==> src/rtl/traffic_pkg.sv <==
// traffic_pkg: shared types and helpers for the AXI traffic generator.
// State encoding, AXI constants and the write/read lane pattern.
package traffic_pkg;

    typedef enum logic [2:0] {
        S_IDLE,
        S_AW,
        S_W,
        S_B,
        S_AR,
        S_R,
        S_NEXT,
        S_DONE
    } tg_state_e;

    localparam logic [1:0] AXI_RESP_OKAY  = 2'b00;
    localparam logic [1:0] AXI_BURST_INCR = 2'b01;

    // 32-bit lane value: burst address + beat*16 + lane index
    function automatic logic [31:0] lane_pat(
        input logic [31:0] addr,
        input logic [7:0]  beat,
        input int          lane
    );
        return addr + {20'd0, beat, 4'd0} + 32'(lane);
    endfunction

endpackage

==> src/rtl/if_axi.sv <==
// IfAxi: AXI4 bundle between the traffic generator and a slave.
// Master drives aw/w/ar and the b/r readies; slave drives the rest.
interface IfAxi #(
    parameter int DATA_W = 256,
    parameter int ADDR_W = 28,
    parameter int ID_W   = 4
);
    logic [ID_W-1:0]     awid;
    logic [ADDR_W-1:0]   awaddr;
    logic [7:0]          awlen;
    logic [2:0]          awsize;
    logic [1:0]          awburst;
    logic                awvalid;
    logic                awready;
    logic [DATA_W-1:0]   wdata;
    logic [DATA_W/8-1:0] wstrb;
    logic                wlast;
    logic                wvalid;
    logic                wready;
    logic [ID_W-1:0]     bid;
    logic [1:0]          bresp;
    logic                bvalid;
    logic                bready;
    logic [ID_W-1:0]     arid;
    logic [ADDR_W-1:0]   araddr;
    logic [7:0]          arlen;
    logic [2:0]          arsize;
    logic [1:0]          arburst;
    logic                arvalid;
    logic                arready;
    logic [ID_W-1:0]     rid;
    logic [DATA_W-1:0]   rdata;
    logic [1:0]          rresp;
    logic                rlast;
    logic                rvalid;
    logic                rready;

    modport master (
        output awid, awaddr, awlen, awsize, awburst, awvalid,
        output wdata, wstrb, wlast, wvalid,
        output bready,
        output arid, araddr, arlen, arsize, arburst, arvalid,
        output rready,
        input  awready, wready,
        input  bid, bresp, bvalid,
        input  arready,
        input  rid, rdata, rresp, rlast, rvalid
    );

    modport slave (
        input  awid, awaddr, awlen, awsize, awburst, awvalid,
        input  wdata, wstrb, wlast, wvalid,
        input  bready,
        input  arid, araddr, arlen, arsize, arburst, arvalid,
        input  rready,
        output awready, wready,
        output bid, bresp, bvalid,
        output arready,
        output rid, rdata, rresp, rlast, rvalid
    );
endinterface

==> src/rtl/traffic_pattern_gen.sv <==
// traffic_pattern_gen: beat counter and lane pattern for one burst.
// The same counter paces W beats and checks R beats.
module traffic_pattern_gen
    import traffic_pkg::*;
#(
    parameter int DATA_W    = 256,
    parameter int BURST_LEN = 16
) (
    input  logic              ui_clk,
    input  logic              aresetn,
    input  logic              clr,
    input  logic              adv,
    input  logic [31:0]       addr,
    output logic [7:0]        beat,
    output logic              last,
    output logic [DATA_W-1:0] data
);
    localparam int         LANES     = DATA_W / 32;
    localparam logic [7:0] LAST_BEAT = 8'(BURST_LEN - 1);

    assign last = (beat == LAST_BEAT);

    // beat counter, returns to 0 after the final beat of a burst
    always_ff @(posedge ui_clk or negedge aresetn) begin
        if (!aresetn) begin
            beat <= '0;
        end else if (clr) begin
            beat <= '0;
        end else if (adv) begin
            beat <= last ? 8'd0 : beat + 8'd1;
        end
    end

    // expected payload of the current beat
    always_comb begin
        data = '0;
        for (int k = 0; k < LANES; k++) begin
            data[k*32 +: 32] = lane_pat(addr, beat, k);
        end
    end
endmodule

==> src/rtl/axi_traffic_gen.sv <==
// axi_traffic_gen: write-then-read-back AXI burst generator with checker.
// Optional macro TRAFFIC_GEN_ERR_INJECT_EN adds err_inject (data corruption).
module axi_traffic_gen
    import traffic_pkg::*;
#(
    parameter int DATA_W    = 256,
    parameter int ADDR_W    = 28,
    parameter int ID_W      = 4,
    parameter int BURST_LEN = 16,
    parameter int TG_ID     = 0
) (
    input  logic              ui_clk,
    input  logic              aresetn,
    input  logic              start,
    input  logic [ADDR_W-1:0] base_addr,
    input  logic [15:0]       num_bursts,
`ifdef TRAFFIC_GEN_ERR_INJECT_EN
    input  logic              err_inject,
`endif
    output logic              busy,
    output logic              done,
    output logic [15:0]       err_cnt,
    IfAxi.master              ifAxi
);
    localparam int              BYTES  = BURST_LEN * DATA_W / 8;
    localparam logic [2:0]      AXSIZE = 3'($clog2(DATA_W / 8));
    localparam logic [7:0]      AXLEN  = 8'(BURST_LEN - 1);
    localparam logic [ID_W-1:0] ID     = ID_W'(TG_ID);

    tg_state_e         state;
    logic [ADDR_W-1:0] addr;
    logic [15:0]       n_total;
    logic [15:0]       n_done;
    logic [7:0]        beat;
    logic              last;
    logic [DATA_W-1:0] pat;
    logic              adv;
    logic              flip;
    logic [2:0]        err_inc;
    logic [16:0]       err_sum;

    assign adv = (state == S_W && ifAxi.wvalid && ifAxi.wready)
              || (state == S_R && ifAxi.rvalid && ifAxi.rready);

    traffic_pattern_gen #(
        .DATA_W    (DATA_W),
        .BURST_LEN (BURST_LEN)
    ) u_pat (
        .ui_clk  (ui_clk),
        .aresetn (aresetn),
        .clr     (state == S_IDLE),
        .adv     (adv),
        .addr    (32'(addr)),
        .beat    (beat),
        .last    (last),
        .data    (pat)
    );

`ifdef TRAFFIC_GEN_ERR_INJECT_EN
    logic inj_q;

    // latch the injection request with the run parameters
    always_ff @(posedge ui_clk or negedge aresetn) begin
        if (!aresetn) begin
            inj_q <= 1'b0;
        end else if (state == S_IDLE && start) begin
            inj_q <= err_inject;
        end
    end

    assign flip = inj_q && n_done == 16'd0 && beat == 8'd0;
`else
    assign flip = 1'b0;
`endif

    assign ifAxi.awid    = ID;
    assign ifAxi.awaddr  = addr;
    assign ifAxi.awlen   = AXLEN;
    assign ifAxi.awsize  = AXSIZE;
    assign ifAxi.awburst = AXI_BURST_INCR;
    assign ifAxi.wdata   = pat ^ DATA_W'(flip);
    assign ifAxi.wstrb   = '1;
    assign ifAxi.wlast   = ifAxi.wvalid && last;
    assign ifAxi.arid    = ID;
    assign ifAxi.araddr  = addr;
    assign ifAxi.arlen   = AXLEN;
    assign ifAxi.arsize  = AXSIZE;
    assign ifAxi.arburst = AXI_BURST_INCR;

    // errors found on the accepted B response or R beat this cycle
    always_comb begin
        err_inc = '0;
        if (state == S_B && ifAxi.bvalid && ifAxi.bready) begin
            err_inc = 3'(ifAxi.bresp != AXI_RESP_OKAY)
                    + 3'(ifAxi.bid != ID);
        end
        if (state == S_R && ifAxi.rvalid && ifAxi.rready) begin
            err_inc = 3'(ifAxi.rresp != AXI_RESP_OKAY)
                    + 3'(ifAxi.rid != ID)
                    + 3'(ifAxi.rdata != pat)
                    + 3'(ifAxi.rlast != last);
        end
    end

    assign err_sum = {1'b0, err_cnt} + 17'(err_inc);

    // run sequencer: one AXI transaction outstanding at a time
    always_ff @(posedge ui_clk or negedge aresetn) begin
        if (!aresetn) begin
            state         <= S_IDLE;
            addr          <= '0;
            n_total       <= '0;
            n_done        <= '0;
            busy          <= 1'b0;
            done          <= 1'b0;
            err_cnt       <= '0;
            ifAxi.awvalid <= 1'b0;
            ifAxi.wvalid  <= 1'b0;
            ifAxi.bready  <= 1'b0;
            ifAxi.arvalid <= 1'b0;
            ifAxi.rready  <= 1'b0;
        end else begin
            done <= 1'b0;
            if (err_inc != 3'd0) begin
                err_cnt <= err_sum[16] ? 16'hFFFF : err_sum[15:0];
            end
            unique case (state)
                S_IDLE: if (start) begin
                    addr    <= base_addr;
                    n_total <= num_bursts;
                    n_done  <= '0;
                    err_cnt <= '0;
                    busy    <= 1'b1;
                    if (num_bursts == 16'd0) begin
                        state <= S_DONE;
                    end else begin
                        state         <= S_AW;
                        ifAxi.awvalid <= 1'b1;
                    end
                end
                S_AW: if (ifAxi.awready) begin
                    ifAxi.awvalid <= 1'b0;
                    ifAxi.wvalid  <= 1'b1;
                    state         <= S_W;
                end
                S_W: if (ifAxi.wready && last) begin
                    ifAxi.wvalid <= 1'b0;
                    ifAxi.bready <= 1'b1;
                    state        <= S_B;
                end
                S_B: if (ifAxi.bvalid) begin
                    ifAxi.bready  <= 1'b0;
                    ifAxi.arvalid <= 1'b1;
                    state         <= S_AR;
                end
                S_AR: if (ifAxi.arready) begin
                    ifAxi.arvalid <= 1'b0;
                    ifAxi.rready  <= 1'b1;
                    state         <= S_R;
                end
                S_R: if (ifAxi.rvalid && last) begin
                    ifAxi.rready <= 1'b0;
                    state        <= S_NEXT;
                end
                S_NEXT: begin
                    n_done <= n_done + 16'd1;
                    addr   <= addr + ADDR_W'(BYTES);
                    if (n_done + 16'd1 == n_total) begin
                        state <= S_DONE;
                    end else begin
                        state         <= S_AW;
                        ifAxi.awvalid <= 1'b1;
                    end
                end
                S_DONE: begin
                    done  <= 1'b1;
                    busy  <= 1'b0;
                    state <= S_IDLE;
                end
                default: state <= S_IDLE;
            endcase
        end
    end
endmodule

==> src/flat_wrapper.sv <==
// flat-port wrapper written by rule: the top's interface ports become plain ports
module axi_traffic_gen_flat import traffic_pkg::*;
#(
    parameter int DATA_W    = 256,
    parameter int ADDR_W    = 28,
    parameter int ID_W      = 4,
    parameter int BURST_LEN = 16,
    parameter int TG_ID     = 0
)
  (ui_clk, aresetn, start, base_addr, num_bursts, busy, done, err_cnt, ifAxi_awid, ifAxi_awaddr, ifAxi_awlen, ifAxi_awsize, ifAxi_awburst, ifAxi_awvalid, ifAxi_wdata, ifAxi_wstrb, ifAxi_wlast, ifAxi_wvalid, ifAxi_bready, ifAxi_arid, ifAxi_araddr, ifAxi_arlen, ifAxi_arsize, ifAxi_arburst, ifAxi_arvalid, ifAxi_rready, ifAxi_awready, ifAxi_wready, ifAxi_bid, ifAxi_bresp, ifAxi_bvalid, ifAxi_arready, ifAxi_rid, ifAxi_rdata, ifAxi_rresp, ifAxi_rlast, ifAxi_rvalid);
  IfAxi #(.DATA_W(DATA_W), .ADDR_W(ADDR_W), .ID_W(ID_W)) ifAxi_i ();
  input  logic ui_clk;
  input  logic aresetn;
  input  logic start;
  input  logic [ADDR_W-1:0] base_addr;
  input  logic [15:0] num_bursts;
  output logic busy;
  output logic done;
  output logic [15:0] err_cnt;
  output wire logic [$bits(ifAxi_i.awid)-1:0] ifAxi_awid;
  output wire logic [$bits(ifAxi_i.awaddr)-1:0] ifAxi_awaddr;
  output wire logic [$bits(ifAxi_i.awlen)-1:0] ifAxi_awlen;
  output wire logic [$bits(ifAxi_i.awsize)-1:0] ifAxi_awsize;
  output wire logic [$bits(ifAxi_i.awburst)-1:0] ifAxi_awburst;
  output wire logic [$bits(ifAxi_i.awvalid)-1:0] ifAxi_awvalid;
  output wire logic [$bits(ifAxi_i.wdata)-1:0] ifAxi_wdata;
  output wire logic [$bits(ifAxi_i.wstrb)-1:0] ifAxi_wstrb;
  output wire logic [$bits(ifAxi_i.wlast)-1:0] ifAxi_wlast;
  output wire logic [$bits(ifAxi_i.wvalid)-1:0] ifAxi_wvalid;
  output wire logic [$bits(ifAxi_i.bready)-1:0] ifAxi_bready;
  output wire logic [$bits(ifAxi_i.arid)-1:0] ifAxi_arid;
  output wire logic [$bits(ifAxi_i.araddr)-1:0] ifAxi_araddr;
  output wire logic [$bits(ifAxi_i.arlen)-1:0] ifAxi_arlen;
  output wire logic [$bits(ifAxi_i.arsize)-1:0] ifAxi_arsize;
  output wire logic [$bits(ifAxi_i.arburst)-1:0] ifAxi_arburst;
  output wire logic [$bits(ifAxi_i.arvalid)-1:0] ifAxi_arvalid;
  output wire logic [$bits(ifAxi_i.rready)-1:0] ifAxi_rready;
  input wire logic [$bits(ifAxi_i.awready)-1:0] ifAxi_awready;
  input wire logic [$bits(ifAxi_i.wready)-1:0] ifAxi_wready;
  input wire logic [$bits(ifAxi_i.bid)-1:0] ifAxi_bid;
  input wire logic [$bits(ifAxi_i.bresp)-1:0] ifAxi_bresp;
  input wire logic [$bits(ifAxi_i.bvalid)-1:0] ifAxi_bvalid;
  input wire logic [$bits(ifAxi_i.arready)-1:0] ifAxi_arready;
  input wire logic [$bits(ifAxi_i.rid)-1:0] ifAxi_rid;
  input wire logic [$bits(ifAxi_i.rdata)-1:0] ifAxi_rdata;
  input wire logic [$bits(ifAxi_i.rresp)-1:0] ifAxi_rresp;
  input wire logic [$bits(ifAxi_i.rlast)-1:0] ifAxi_rlast;
  input wire logic [$bits(ifAxi_i.rvalid)-1:0] ifAxi_rvalid;
  assign ifAxi_awid = ifAxi_i.awid;
  assign ifAxi_awaddr = ifAxi_i.awaddr;
  assign ifAxi_awlen = ifAxi_i.awlen;
  assign ifAxi_awsize = ifAxi_i.awsize;
  assign ifAxi_awburst = ifAxi_i.awburst;
  assign ifAxi_awvalid = ifAxi_i.awvalid;
  assign ifAxi_wdata = ifAxi_i.wdata;
  assign ifAxi_wstrb = ifAxi_i.wstrb;
  assign ifAxi_wlast = ifAxi_i.wlast;
  assign ifAxi_wvalid = ifAxi_i.wvalid;
  assign ifAxi_bready = ifAxi_i.bready;
  assign ifAxi_arid = ifAxi_i.arid;
  assign ifAxi_araddr = ifAxi_i.araddr;
  assign ifAxi_arlen = ifAxi_i.arlen;
  assign ifAxi_arsize = ifAxi_i.arsize;
  assign ifAxi_arburst = ifAxi_i.arburst;
  assign ifAxi_arvalid = ifAxi_i.arvalid;
  assign ifAxi_rready = ifAxi_i.rready;
  assign ifAxi_i.awready = ifAxi_awready;
  assign ifAxi_i.wready = ifAxi_wready;
  assign ifAxi_i.bid = ifAxi_bid;
  assign ifAxi_i.bresp = ifAxi_bresp;
  assign ifAxi_i.bvalid = ifAxi_bvalid;
  assign ifAxi_i.arready = ifAxi_arready;
  assign ifAxi_i.rid = ifAxi_rid;
  assign ifAxi_i.rdata = ifAxi_rdata;
  assign ifAxi_i.rresp = ifAxi_rresp;
  assign ifAxi_i.rlast = ifAxi_rlast;
  assign ifAxi_i.rvalid = ifAxi_rvalid;
  axi_traffic_gen #(.DATA_W(DATA_W), .ADDR_W(ADDR_W), .ID_W(ID_W), .BURST_LEN(BURST_LEN), .TG_ID(TG_ID)) u_core (.ui_clk(ui_clk), .aresetn(aresetn), .start(start), .base_addr(base_addr), .num_bursts(num_bursts), .busy(busy), .done(done), .err_cnt(err_cnt), .ifAxi(ifAxi_i));
endmodule
==> config.mk <==
export PLATFORM = sky130hd
export DESIGN_NAME = axi_traffic_gen_flat
export DESIGN_NICKNAME = d
export VERILOG_FILES = /design/src/rtl/traffic_pkg.sv /design/src/rtl/if_axi.sv /design/src/rtl/traffic_pattern_gen.sv /design/src/rtl/axi_traffic_gen.sv /design/src/flat_wrapper.sv
export SDC_FILE = /design/constraint.sdc
export NUM_CORES = 1
export LEC_CHECK = 0
export CORE_AREA = 5 5 278 280
export CTS_CLUSTER_DIAMETER = 80
export CTS_CLUSTER_SIZE = 40
export DETAILED_ROUTE_END_ITERATION = 6
export DIE_AREA = 0 0 283 285
export PLACE_DENSITY_LB_ADDON = 0.08
export SLEW_MARGIN = 0
export SYNTH_ARGS = -nofsm -noshare
export SYNTH_HDL_FRONTEND = slang
export SYNTH_HIERARCHICAL = 1
export SYNTH_SLANG_ARGS = --single-unit
==> constraint.sdc <==
create_clock -name ui_clk -period 10 [get_ports ui_clk]
set_input_delay 2 -clock ui_clk [delete_from_list [all_inputs] [get_ports ui_clk]]
set_output_delay 2 -clock ui_clk [all_outputs]
set_load 0.05 [all_outputs]
==> reports/metrics.cfg, run 1 <==
[sta]
fin_tns_setup_ns = 0
finalCritPeriodShare = 0.969
fmax_mhz = 103
worst_slack_ns = 0.306
rsz0062_at_grt = no
skew_ns = 0.0170
final_max_slew_viol_count = 0
final_hold_viol_count = 0
worst_pin_slew_ns = 1.40
setup_viol = 0
period_needed_ns = 9.69
maxSlewHeadroom = 0.0595

[route]
post_drt_via_cell_ratio = 4.71
drt_first_pass_iters = 5
first_iter_violations = 1075
drc = 0
drt-total-wl_mm = 105
vias = 15668
ant_nets = 0
post_drt_wl_per_cell_um = 31.7

[run]
cap_viol_max_count = 0

[logic_synthesis]
seq_area_frac_synth = 0.170
synth_edf_count = 0
async_flop_share = 1.00
ys.flop_type = dfrtp_1
syn_avg_cell_area_um2 = 7.82
synth-warning-count = 6
yosysTopAreaCell = xnor2_1
yosysUniqueCellTypes = 96
yosys-top-cells-area = xnor2_1, dfrtp_1, xor2_1, buf_4, nand2_1
yosys.area.top_type_share = 0.192
synthCells = 1767
ys_seq_elements = 94
synth_area_um2 = 13800

[grt]
grt_use_total = 0.246
grt_max_degree = 61
grt_pass1_vias = 16110
antenna_found_initial = 13
grt_first_pass_wirelength_mm = 141
grt_overflow = 0

[critical_path]
critical_path_buf_inv_count = 3
cp-start-kind = flip-flop
cp_slowest_stage_delay_ns = 0.72
crit_fanout = 15
cp_top_family = simple AND/OR/NAND/NOR gates
required_ns = 10.28
endpoint_kind = flip-flop
crit_path_top_delay_cell = nor2_1
cp.arrival_ns = 9.97
crit_type = flip-flop to flip-flop

[cts]
post_cts_resized = 0
clk_path_buf_depth = 2
ctsHoldBuffers = 0
cts_tree = yes
path_clk_slew_ns = 0.08
cts_inserted_buffers = 9
post-cts-setup-buffers = 0
htree_num_levels = 3
clock_sinks = 94
cts_root_buf = clkbuf_16
clock_latency_ns = 0.37

[die]
row_count = 100
core_area_um2 = 74200
initial_utilization = 0.186
dieArea_um2 = 80700
dieWidth_um = 283
io_pins = 723
die_y_um = 285

[power]
power_leakage_nw = 7.82
fin_total_pwr_w = 0.00802
power.density_nw_per_um2 = 378
worst_ir_drop_vdd_mv = 0.119

[finish]
drive_gt1_frac = 0.0612
syn_to_final_growth_pct = 53.6
final_cells = 3325
utilization = 0.286
nNetsFinal = 2697

[placement]
io_buffer_count = 639
place.gp.congestion = 0.901
dp_slack_ns = 0.499
dp_cells = 3305
dp_hpwl_mm = 90.7

[status]
outcome = complete, no violations

[min_path]
hp-class = flip-flop to flip-flop

[layer usage]
layer	vias to the layer above	track usage	wire length, um
li1	7100	-	-
met1	7762	0.289	41500
met2	709	0.450	53200
met3	85	0.0725	8470
met4	12	0.0417	2100
met5	-	0	78
[Yosys cell counts, drive strengths merged, types with 39 or more instances]
| library cell | number |
|---|---|
| dfrtp | 94 |
| nand2 | 193 |
| xor2 | 204 |
| buf | 139 |
| a21oi | 47 |
| clkbuf | 45 |
| nand4 | 80 |
| nor2 | 114 |
| xnor2 | 306 |
| inv | 52 |
| nand3 | 79 |
| o21ai | 51 |
| nor4 | 85 |
| nor3 | 39 |
[path summary, 6_finish.rpt]
| check | slack [ns] | startpoint | cells after the start | to |
|---|---|---|---|---|
| max | 0.31 | u_core/u_pat/beat[0] | 28 | u_core/err_cnt[15] |
| min | 0.52 | u_core/n_total[15] | 2 | u_core/n_total[15] |
| max reg2reg | 0.31 | u_core/u_pat/beat[0] | 28 | u_core/err_cnt[15] |
| min reg2reg | 0.52 | u_core/n_total[15] | 2 | u_core/n_total[15] |
| max in group asynchronous | 7.10 | aresetn | 2 | u_core/ifAxi.araddr[4] |
| min in group asynchronous | 1.62 | aresetn | 1 | u_core/n_total[15] |
[kinds of logic after synthesis]
| kind of cell | count (synthesis) | share of synthesized area |
|---|---|---|
| simple gates | 685 | 0.270 |
| xor+xnor | 511 | 0.327 |
| buf+inv | 237 | 0.0982 |
| compound gates | 202 | 0.101 |
| flops | 94 | 0.170 |
| fa+ha+maj | 29 | 0.0279 |
| mux | 7 | 0.00516 |
| other cells | 2 | 0.000543 |
[state kept, by name, summed over array words and instances (netlist names)]
signal / flops
u_core/ifAxi.awvalid: 1
u_core/ifAxi.bready: 1
u_core/ifAxi.wvalid: 1
u_core/u_pat/beat: 8
u_core/n_total: 16
u_core/done: 1
u_core/ifAxi.rready: 1
u_core/ifAxi.arvalid: 1
u_core/err_cnt: 16
u_core/busy: 1
u_core/n_done: 16
u_core/ifAxi.araddr: 28
u_core/state: 3
[stage by stage]
step	hold WS (ns)	cell area [um2]
6_report	0.518	21200
5_1_grt	0.539	21200
2_1_floorplan	0.460	14100
3_5_place_dp	0.497	20900
3_3_place_gp	0.501	20900
4_1_cts	0.517	21200
[power breakdown]
| part | switching, W | leakage (nW) | internal, W |
|---|---|---|---|
| Sequential | 0.000248 | 1.21 | 0.000493 |
| Combinational | 0.00491 | 6.47 | 0.00200 |
| Clock | 0.000182 | 0.143 | 0.000183 |
[tightest hold or removal path: cells and delay by family, from the launching register on]
kind | cells | cell delay (ns)
flip-flops | 1 | 0.38
AND/OR/NAND/NOR | 2 | 0.12
[cells in the final DEF (no fill, tap or decap), drive strengths merged, types with 7 or more instances in the layout]
master / count
conb: 76
nor3: 39
o211ai: 10
xor2: 204
nand2: 193
nor4: 85
inv: 55
a21o: 8
buf: 41
and2: 19
dfrtp: 94
and4: 10
and3: 24
clkbuf: 10
a31oi: 8
nand4: 80
clkdlybuf4s50: 638
a311oi: 7
nor2: 114
o21ai: 51
ha: 26
xnor2: 306
a211oi: 11
nand3: 79
a21oi: 47
[area by class of cell]
class / instances / area, um2
fill: 8137 / 53000
multi-input combinational: 1510 / 10500
timing repair buffer: 679 / 6690
sequential: 94 / 2350
tap: 969 / 1210
clock buffer: 10 / 239
inverter: 53 / 199
clock inverter: 6 / 65.1
antenna: 4 / 10.0
(Power assumes the default switching activity.)
==> run 2: changes to the inputs <==
--- a/config.mk
+++ b/config.mk
@@ -10,6 +10,7 @@
 export CTS_CLUSTER_SIZE = 40
 export DETAILED_ROUTE_END_ITERATION = 6
 export DIE_AREA = 0 0 283 285
+export GPL_ROUTABILITY_DRIVEN = 0
 export PLACE_DENSITY_LB_ADDON = 0.08
 export SLEW_MARGIN = 0
 export SYNTH_ARGS = -nofsm -noshare
==> reports/metrics.cfg, run 2 (same netlist as run 1, synthesis figures left out) <==
[critical_path]
required_ns = 10.28  ; about the same
crit_fanout = 15  ; unchanged
cp_slowest_stage_delay_ns = 0.72  ; about the same
endpoint_kind = flip-flop  ; unchanged
crit_type = flip-flop to flip-flop  ; unchanged
cp-start-kind = flip-flop  ; unchanged
cp.arrival_ns = 9.87  ; was 9.97 ns
crit_path_top_delay_cell = nor4_1  ; was nor2_1

[cts]
ctsHoldBuffers = 0  ; unchanged
htree_num_levels = 3  ; unchanged
clock_latency_ns = 0.37  ; about the same
post-cts-setup-buffers = 0  ; unchanged
cts_tree = yes  ; unchanged
cts_inserted_buffers = 9  ; unchanged
clk_path_buf_depth = 2  ; unchanged
clock_sinks = 94  ; unchanged
cts_root_buf = clkbuf_16  ; unchanged
path_clk_slew_ns = 0.08  ; about the same

[sta]
fmax_mhz = 104  ; was 103 MHz
setup_viol = 0  ; unchanged
final_hold_viol_count = 0  ; unchanged
rsz0062_at_grt = no  ; unchanged
final_max_slew_viol_count = 0  ; unchanged
period_needed_ns = 9.58  ; was 9.69 ns
fin_tns_setup_ns = 0  ; unchanged
worst_pin_slew_ns = 1.29  ; was 1.40 ns
skew_ns = 0.0133  ; was 0.0170 ns
maxSlewHeadroom = 0.136  ; was 0.0595
finalCritPeriodShare = 0.958  ; was 0.969

[route]
vias = 15691  ; was 15668
post_drt_via_cell_ratio = 4.72  ; was 4.71
first_iter_violations = 1073  ; was 1075
drc = 0  ; unchanged
drt-total-wl_mm = 105  ; about the same
drt_first_pass_iters = 5  ; unchanged
ant_nets = 0  ; unchanged
post_drt_wl_per_cell_um = 31.5  ; was 31.7 um

[grt]
antenna_found_initial = 11  ; was 13
use_met2 = 0.444  ; was 0.450
grt-busiest-layer = met2  ; unchanged
grt_overflow = 0  ; unchanged
grt_pass1_vias = 16122  ; was 16110
met1_usage = 0.291  ; was 0.289
grt_first_pass_wirelength_mm = 141  ; about the same
grtUsageMet3 = 0.0635  ; was 0.0725
grt_use_total = 0.246  ; about the same
grt_max_degree = 64  ; was 61

[die]
io_pins = 723  ; unchanged
initial_utilization = 0.186  ; unchanged
dieWidth_um = 283  ; unchanged
die_y_um = 285  ; unchanged
dieArea_um2 = 80700  ; unchanged
core_area_um2 = 74200  ; unchanged
row_count = 100  ; unchanged

[finish]
fill_cells = 8131  ; was 8137
final_cells = 3322  ; was 3325
final_common_cell = clkdlybuf4s50_1  ; unchanged
final_cell_mix = clkdlybuf4s50_1, xnor2_1, xor2_1, nand2_1, nor2_1  ; unchanged
drive_gt1_frac = 0.0605  ; was 0.0612
syn_to_final_growth_pct = 53.4  ; was 53.6%
largest_register_ff_count = 28  ; unchanged
nNetsFinal = 2694  ; was 2697
final_area_um2 = 21200  ; about the same

[power]
comb_power_share = 0.858  ; was 0.862
pwr-share-seq = 0.096  ; was 0.092
p_clk_frac = 0.046  ; about the same
switching_share = 0.667  ; was 0.666
internal_power_w = 0.00266  ; was 0.00267 W
power.density_nw_per_um2 = 377  ; was 378 nW/um2
worst_ir_drop_vdd_mv = 0.122  ; was 0.119 mV
power_leakage_nw = 7.80  ; was 7.82 nW
switchingPower_w = 0.00533  ; was 0.00534 W
fin_total_pwr_w = 0.00799  ; was 0.00802 W

[placement]
dp_hpwl_mm = 90.2  ; was 90.7 mm
io_buffer_count = 639  ; unchanged
dp_cells = 3302  ; was 3305
dpl_cell_area_um2 = 20900  ; about the same

[status]
outcome = complete, no violations  ; unchanged

[run]
cap_viol_max_count = 0  ; unchanged

[min_path]
hp-class = flip-flop to flip-flop  ; unchanged

==> run 2: worst paths after layout <==
kind | from | to | slack [ns] | cells past startpoint
worst max register to register | u_core/u_pat/beat[0] | u_core/err_cnt[15] | 0.42 | 28
worst min register to register | u_core/n_total[13] | u_core/n_total[13] | 0.51 | 2
worst max-delay path | u_core/u_pat/beat[0] | u_core/err_cnt[15] | 0.42 | 28
max in group asynchronous | aresetn | u_core/ifAxi.araddr[3] | 7.16 | 2
min in group asynchronous | aresetn | u_core/n_total[0] | 1.56 | 1
worst min-delay path | u_core/n_total[13] | u_core/n_total[13] | 0.51 | 2
==> run 2: power by group through the flow <==
stage	Sequential, W	Clock (W)	Combinational [W]
3_3_place_gp	0.000783	0	0.00688
4_1_cts	0.000780	0.000388	0.00688
3_5_place_dp	0.000786	0	0.00686
6_report	0.000768	0.000366	0.00686
5_1_grt	0.000802	0.000397	0.00708
2_1_floorplan	0.000866	0	0.00401
==> run 2: critical path, delay by kind of cell (launching register included) <==
family,cells,cell delay (ns)
adders and majority gates,5,1.82
xor gates and xnor gates,3,0.88
and+or+nand+nor,11,4.12
buffers and inverters,3,0.43
AOI/OAI and AO/OA,6,1.82
DFF,1,0.42
==> run 2: cell type report <==
class | instances | area [um2] | area share
inverters | 53 | 199 | 0.00938
well taps | 969 | 1210 | 0.0572
repair buffers | 676 | 6670 | 0.315
clock inverters | 6 | 60.1 | 0.00283
clock buffers | 10 | 239 | 0.0113
flip-flops and latches | 94 | 2350 | 0.111
diodes | 4 | 10.0 | 0.000472
multi-input cells | 1510 | 10500 | 0.493
==> run 2: metal layers <==
| metal | routed length [um] | up-vias |
|---|---|---|
| met5 | 47 | - |
| met4 | 3090 | 10 |
| met3 | 8040 | 90 |
| met2 | 52200 | 722 |
| met1 | 41300 | 7794 |
| li1 | - | 7075 |
==> run 2: through the flow <==
| stage | utilization | setup slack (ns) | hold WS (ns) |
|---|---|---|---|
| after floorplan | - | 2.37 | 0.460 |
| after CTS | 0.285 | 0.337 | 0.515 |
| after global routing | 0.286 | 0.0523 | 0.547 |
| after global placement | 0.281 | 0.529 | 0.496 |
| final | 0.286 | 0.416 | 0.512 |
| after detailed placement | 0.281 | 0.345 | 0.496 |
==> run 2: what timing repair did <==
| item | 4_1_cts | 5_1_grt |
|---|---|---|
| resized for setup | 0 | 3 |
| setup endpoints to repair | 0 | 1 |
| endpoints found under the hold margin | 0 | 0 |
